<file path="config.mk">
export PLATFORM = sky130hd
export DESIGN_NAME = serial_adder_ctrl
export DESIGN_NICKNAME = d
export VERILOG_FILES = /design/src/rtl/serial_adder_ctrl.sv
export SDC_FILE = /design/constraint.sdc
export NUM_CORES = 1
export LEC_CHECK = 0
export CAP_MARGIN = 25
export CORE_MARGIN = 8
export CORE_UTILIZATION = 61
export CTS_CLUSTER_SIZE = 24
export DETAILED_ROUTE_END_ITERATION = 10
export DONT_BUFFER_PORTS = 1
export GPL_TIMING_DRIVEN = 0
export PLACE_DENSITY = 0.84
export SETUP_SLACK_MARGIN = 0.15
export SYNTH_ARGS = -nofsm -noshare
export SYNTH_HDL_FRONTEND = slang
export SYNTH_SLANG_ARGS = --single-unit
export TNS_END_PERCENT = 10
</file>
<file path="constraint.sdc">
create_clock -name clk -period 1.85 [get_ports clk]
set_input_delay 0.37 -clock clk [delete_from_list [all_inputs] [get_ports clk]]
set_output_delay 0.37 -clock clk [all_outputs]
set_load 0.01 [all_outputs]
</file>
<file path="src/rtl/serial_adder_ctrl.sv">
// Bit-serial adder controller: one full-adder cell is stepped LSB-first through a carry flop.
// Optional signed-overflow output is enabled with `define SERIAL_ADDER_OVF_EN.

module full_adder_cell (
  input  logic a,
  input  logic b,
  input  logic ci,
  output logic s,
  output logic co
);
  assign s  = a ^ b ^ ci;
  assign co = (a & b) | (ci & (a ^ b));
endmodule

module serial_adder_ctrl #(
  parameter int WIDTH = 8
) (
  input  logic             clk,
  input  logic             rst_n,
  input  logic             in_valid,
  output logic             in_ready,
  input  logic [WIDTH-1:0] a,
  input  logic [WIDTH-1:0] b,
  input  logic             carry_in,
  output logic             out_valid,
  input  logic             out_ready,
  output logic [WIDTH-1:0] sum,
  output logic             carry_out,
  output logic             busy
`ifdef SERIAL_ADDER_OVF_EN
  ,
  output logic             overflow
`endif
);
  localparam int CW = $clog2(WIDTH + 1);

  typedef enum logic [1:0] {S_IDLE, S_RUN, S_DONE} state_t;

  state_t           state_q, state_d;
  logic [WIDTH-1:0] a_sh, b_sh, sum_q, sum_nx;
  logic             carry_q;
  logic [CW-1:0]    cnt_q;
  logic             cell_s, cell_co;
  logic             last, accept;

  full_adder_cell u_cell (
    .a  (a_sh[0]),
    .b  (b_sh[0]),
    .ci (carry_q),
    .s  (cell_s),
    .co (cell_co)
  );

  assign last   = (cnt_q == CW'(WIDTH - 1));
  assign accept = in_valid & in_ready;

  // Sum bits enter from the MSB side so that after WIDTH shifts bit 0 lands at SUM[0].
  generate
    if (WIDTH == 1) begin : g_sum_w1
      assign sum_nx = cell_s;
    end else begin : g_sum_wn
      assign sum_nx = {cell_s, sum_q[WIDTH-1:1]};
    end
  endgenerate

  always_ff @(posedge clk or negedge rst_n) begin
    if (!rst_n) state_q <= S_IDLE;
    else        state_q <= state_d;
  end

  always_comb begin
    state_d = state_q;
    case (state_q)
      S_IDLE:  if (accept) state_d = S_RUN;
      S_RUN:   if (last) state_d = S_DONE;
      S_DONE:  if (out_ready) state_d = S_IDLE;
      default: state_d = S_IDLE;
    endcase
  end

  always_comb begin
    in_ready  = 1'b0;
    out_valid = 1'b0;
    busy      = 1'b0;
    case (state_q)
      S_IDLE:  in_ready  = 1'b1;
      S_RUN:   busy      = 1'b1;
      S_DONE:  out_valid = 1'b1;
      default: ;
    endcase
  end

  always_ff @(posedge clk or negedge rst_n) begin
    if (!rst_n) begin
      a_sh    <= '0;
      b_sh    <= '0;
      sum_q   <= '0;
      carry_q <= 1'b0;
      cnt_q   <= '0;
    end else begin
      case (state_q)
        S_IDLE: if (accept) begin
          a_sh    <= a;
          b_sh    <= b;
          carry_q <= carry_in;
          cnt_q   <= '0;
        end
        S_RUN: begin
          a_sh    <= a_sh >> 1;
          b_sh    <= b_sh >> 1;
          sum_q   <= sum_nx;
          carry_q <= cell_co;
          if (!last) cnt_q <= cnt_q + CW'(1);
        end
        default: ;
      endcase
    end
  end

`ifdef SERIAL_ADDER_OVF_EN
  // Signed overflow: carry into the sign bit differs from carry out of it.
  logic ovf_q;
  always_ff @(posedge clk or negedge rst_n) begin
    if (!rst_n)                         ovf_q <= 1'b0;
    else if (state_q == S_IDLE && accept) ovf_q <= 1'b0;
    else if (state_q == S_RUN && last)    ovf_q <= carry_q ^ cell_co;
  end
  assign overflow = ovf_q;
`endif

  assign sum       = sum_q;
  assign carry_out = carry_q;

endmodule
</file>
# Word-level counts from Yosys, hierarchy flattened
# Cells that the tools add are included.
# totals
word_cells	41
inputBits	21
regBits	31
# classes
addsub	1
n_reduce_logical	5
bitwise_logic	6
mux	16
n_eq_ne	7
# op_table
op	count
one-hot mux 8 bit (2 select lines)	2
2-to-1 mux 8 bit	2
2-to-1 mux 4 bit	2
inequality test 2 bit (second input constant)	4
one-hot mux 4 bit (2 select lines)	1
2-to-1 mux 2 bit	3
one-hot mux 2 bit (3 select lines)	1
AND reduction 3 bit	2
adder 4 x 1 -> 4 bit (second input constant)	1
equality test 4 x 3 -> 1 bit (second input constant)	1
2-to-1 mux 1 bit	4
AND 1 bit	3
equality test 2 x 1 -> 1 bit (second input constant)	1
equality test 2 bit (second input constant)	1
logical NOT 2 bit	1
one-hot mux 1 bit (2 select lines)	1
AND reduction 2 bit	1
nonzero test 2 bit	1
bitwise XOR 1 bit	2
bitwise OR 1 bit	1

# Logic depth before layout (Yosys ltp)
# Gate-level depths: netlist of run 1.
# logic_depth
ltp_word	5
mapped_depth	6
ltp_nobuf	4

# Cells and area by module
# From an unflattened synthesis of run 1, not the netlist that was laid out.
# hier_totals
hier_cells	144
hier_area_um2	1445.1
# modules_own_cells
module	seq_area_each_um2	area_per_inst_um2	n_inst	cells_per_inst
serial_adder_ctrl	775.7	1425.1	1	143
full_adder_cell	0.0	20.0	1	1

# Worst setup path before layout of run 1
# Ideal clock, no wire load.
# synth_path
path_type	register -> register
from	reg cnt_q[0]
to	reg cnt_q[1]
slack_ns	0.472
arrival_time_ns	1.254
path_stages_with_launch	5
setup_ns	0.124
required_ns	1.726
period_less_slack_ns	1.378
path_cell_list	dfrtp_1 ha_1 and3b_1 and3_1 a211o_1
# synth_between
elab_chain_len	3
word_cells_on_any_way	6
classes_between	1 x add/sub; 2 x eq/ne; 2 x mux; 1 x reduce/logical
# synth_lines
item	line_no	source
start, declared	42	logic [CW-1:0] cnt_q;
start signal, assigned	113	if (!last) cnt_q <= cnt_q + CW'(1);
adder 4 x 1 -> 4 bit or equality test 4 x 3 -> 1 bit (tied branches)	113, 54	
2-to-1 mux 4 bit or inequality test 2 bit (tied branches)	--	
one-hot mux 4 bit (2 select lines) or AND reduction 3 bit (tied branches)	--	
# Parallel ways exist; a longest one is shown, timed or not. The select of a mux whose other input is x is not followed.
# A chain may end at the register's enable or synchronous reset.

# Worst setup path in the final report of run 1
# layout_path
from	reg state_q[1]
to	out busy
# layout_between
elab_chain_len	2
# layout_lines
item	line_no	source
start, declared	39	state_t state_q, state_d;
start signal, assigned	68	else state_q <= state_d;
equality test 2 x 1 -> 1 bit	85	case (state_q)
2-to-1 mux 1 bit	85	
end, declared	29	output logic busy
# No other way between the ends.

==> impl_metrics.tcl, run 1 <==
set metrics [dict create \
    outcome "complete, no violations" \
    cts_tree "built" \
    die-height_um 64.9 \
    total_power_mw 2.80 \
    synthMuxAreaShare_pct 10.3 \
    reg2regPathDepth 4 \
    clk_pin_slew_ns 0.10 \
    crit_fanout 10 \
    crit_cells 3 \
    routabilityCongestion 0.809 \
    fin_crit_ns 1.59 \
    yosys.area_share.simple_pct 17.1 \
    critPathTopFamily "flip-flops" \
    whs_ns 0.214 \
    root_buffer "clkbuf_4" \
    max_slew_margin_pct 79.6 \
    cp_slowest_stage_delay_ns 0.44 \
    firstDrtPassIters 4 \
    coreArea_um2 2230 \
    syn_area_um2 1460 \
    timing.fmax_mhz 628 \
    arrival_ns 1.22 \
    place_hpwl_mm 2.11 \
    die_w_um 64.9 \
    cp-start-kind "register" \
    cp_slowest_cell "dfrtp_2" \
    finalSetupViolations 0 \
    postSynthAreaPerCell_um2 10.1 \
    routed_wl_mm 2.91 \
    hold_class "input pin to register" \
    area_growth_pct 8.65 \
    diodes 0 \
    drtAntennaViolNets 0 \
    r2r_end "cnt_q[1]" \
    clock_skew_ns 0.00941 \
    synthArstFlopShare_pct 100 \
    hold_viol_final 0 \
    worstMarginPinSlew_ns 0.306 \
    yosys_warnings 0 \
    ys_ff_latch 31 \
    drv_cap 0 \
    layout_commonest_cell "nand2_1" \
    mostFrequentLayoutCells "42 x nand2_1, 30 x dfrtp_1, 15 x mux2i_1" \
    grt_max_degree 32 \
    insertion_delay_ns 0.33 \
    period_share_pct 86.1 \
    path_cells "nand2b_4 -> inv_6 -> buf_6" \
    synthAdderAreaFrac_pct 2.23 \
    drc 0 \
    ys_seq_area_share_pct 53.1 \
    clock-sinks 31 \
    synth_compound_area_share_pct 11.3 \
    place_inst 172 \
    post_drt_wl_per_cell_um 15.9 \
    gr-total-overflow 0 \
    ir_drop_v 0.00119 \
    grt_pass1_vias 1162 \
    htreeDepth 2 \
    ys_types 30 \
    worst-endpoint-required_ns 1.48 \
    start_util_pct 65.4 \
    synth_edf_count 0 \
    synth_nets 167 \
    finalSetupTns_ns 0 \
    rsz0062_at_grt "false" \
    finalMaxSlewViolations 0 \
    r2r-start "cnt_q[0]" \
    end_kind "output port" \
    cts_buffers 5 \
    grt_use_total_pct 14.9 \
    vias_per_cell 5.73 \
    die_area_um2 4220 \
    antenna_found_initial 0 \
    clock_tree.buffer_depth 2 \
    port_buffers 0 \
    grt_pass1_wl_mm 5.04 \
    syn_inst 144 \
    path_buf_inv 2 \
    dominantRegCellSynth "dfrtp_1" \
    drive_above_1_share_pct 13.5 \
    endpoint "busy" \
    nNetsFinal 177 \
    drtIter0Drc 52 \
    rrSetupSlack_ns 0.35 \
    synth_xor_xnor_area_share_pct 0 \
    leakage_nw 0.815 \
    num_rows 17 \
    pin_count 33 \
    cp-startpoint "state_q[1]" \
    powerDensity_nw_per_um2 1760 \
    final_cells 183 \
    num_vias 1049 \
    path_class "register to output port" \
    post-route-util_pct 71.0 \
    fillCellCount 171 \
    synth_top_family_by_area "simple AND/OR/NAND/NOR gates" \
]
## sequential cells by signal, indices dropped and copies added (netlist names)
register and flops:
b_sh 8, cnt_q 4, state_q 2, carry_out 1, a_sh 8, sum 8
## cell type report
type	count	area (um^2)	share of cell area (%)
clock inverters	3	15.0	0.946
well taps	28	35.0	2.21
clock buffers	5	37.5	2.37
repair buffers	3	37.5	2.37
plain buffers	7	60.1	3.79
flip-flops and latches	31	777	49.0
multi-input cells	100	597	37.6
inverters	6	27.5	1.74
## metal layers
layer	up-vias	global-route usage (%)	wire [um]
met5	-	0	0
met4	0	5.99	51
met3	5	7.39	253
met2	33	24.7	1370
met1	507	15.8	1240
li1	504	-	-
## metrics by stage
stage	instance area, um^2	worst slack, ns
CTS	1580	0.153
floorplan	1460	0.472
detailed placement	1500	0.389
finish	1590	0.257
global placement	1500	0.414
global route	1590	0.178
## cells in the mapped netlist, types with 2 or more instances
master    n  share of area, %
nand2_1  42                11
inv_1     5               1.3
buf_6     2               1.5
dfrtp_1  31                53
nor2b_1   2              0.86
a21oi_1   3               1.0
and3_1    2              0.86
o21ai_0   6               2.1
o21ai_1  12               4.1
buf_2     3               1.0
mux2i_1  15                10
nand3_1   3               1.0
## cell families after synthesis
kind of cell	after synthesis
and+or+nand+nor	56
DFF	31
AOI/OAI and AO/OA	27
muxes	15
buffers and inverters	13
adders and majority gates	2
## power by group
part / switching, mW / internal [mW]
Combinational: 0.649 / 0.539
Clock: 0.230 / 0.141
Sequential: 0.257 / 0.983
Total: 1.14 / 1.66
## how the worst min path moves through the flow
stage / endpoint / start / depth (start not counted) / slack [ns]
CTS: state_q[1] / out_ready / 2 / 0.20
finish: state_q[1] / out_ready / 2 / 0.21
global placement: state_q[0] / rst_n / 0 / 0.08
global route: state_q[1] / out_ready / 2 / 0.20
detailed placement: sum[1] / rst_n / 0 / 0.08
floorplan: a_sh[0] / rst_n / 0 / 0.07
## repair_timing
item,4_1_cts,5_1_grt
hold buffers,2,0
resized for setup,0,1
setup buffers,0,1
setup endpoints to repair,0,1
hold endpoints to repair,31,0
## worst reg2reg max path, stage by stage, from the launching register on
cell and delay, ns:
dfrtp_1 0.44, ha_1 0.25, and3b_1 0.24, and3_1 0.20, a211o_1 0.26
No activity file was read; power rests on OpenSTA's default activity.
==> run 2, diff against run 1 <==
--- a/config.mk
+++ b/config.mk
@@ -5,7 +5,6 @@
 export SDC_FILE = /design/constraint.sdc
 export NUM_CORES = 1
 export LEC_CHECK = 0
-export CAP_MARGIN = 25
 export CORE_MARGIN = 8
 export CORE_UTILIZATION = 61
 export CTS_CLUSTER_SIZE = 24
==> results of run 2 <==
Same layout as run 1: the final DEF is identical, and so are final timing and power.
==> run 3, diff against run 2 <==
--- a/config.mk
+++ b/config.mk
@@ -7,6 +7,7 @@
 export LEC_CHECK = 0
 export CORE_MARGIN = 8
 export CORE_UTILIZATION = 61
+export CTS_CLUSTER_DIAMETER = 50
 export CTS_CLUSTER_SIZE = 24
 export DETAILED_ROUTE_END_ITERATION = 10
 export DONT_BUFFER_PORTS = 1
==> results of run 3 <==
Same layout as run 1: the final DEF is identical, and so are final timing and power.
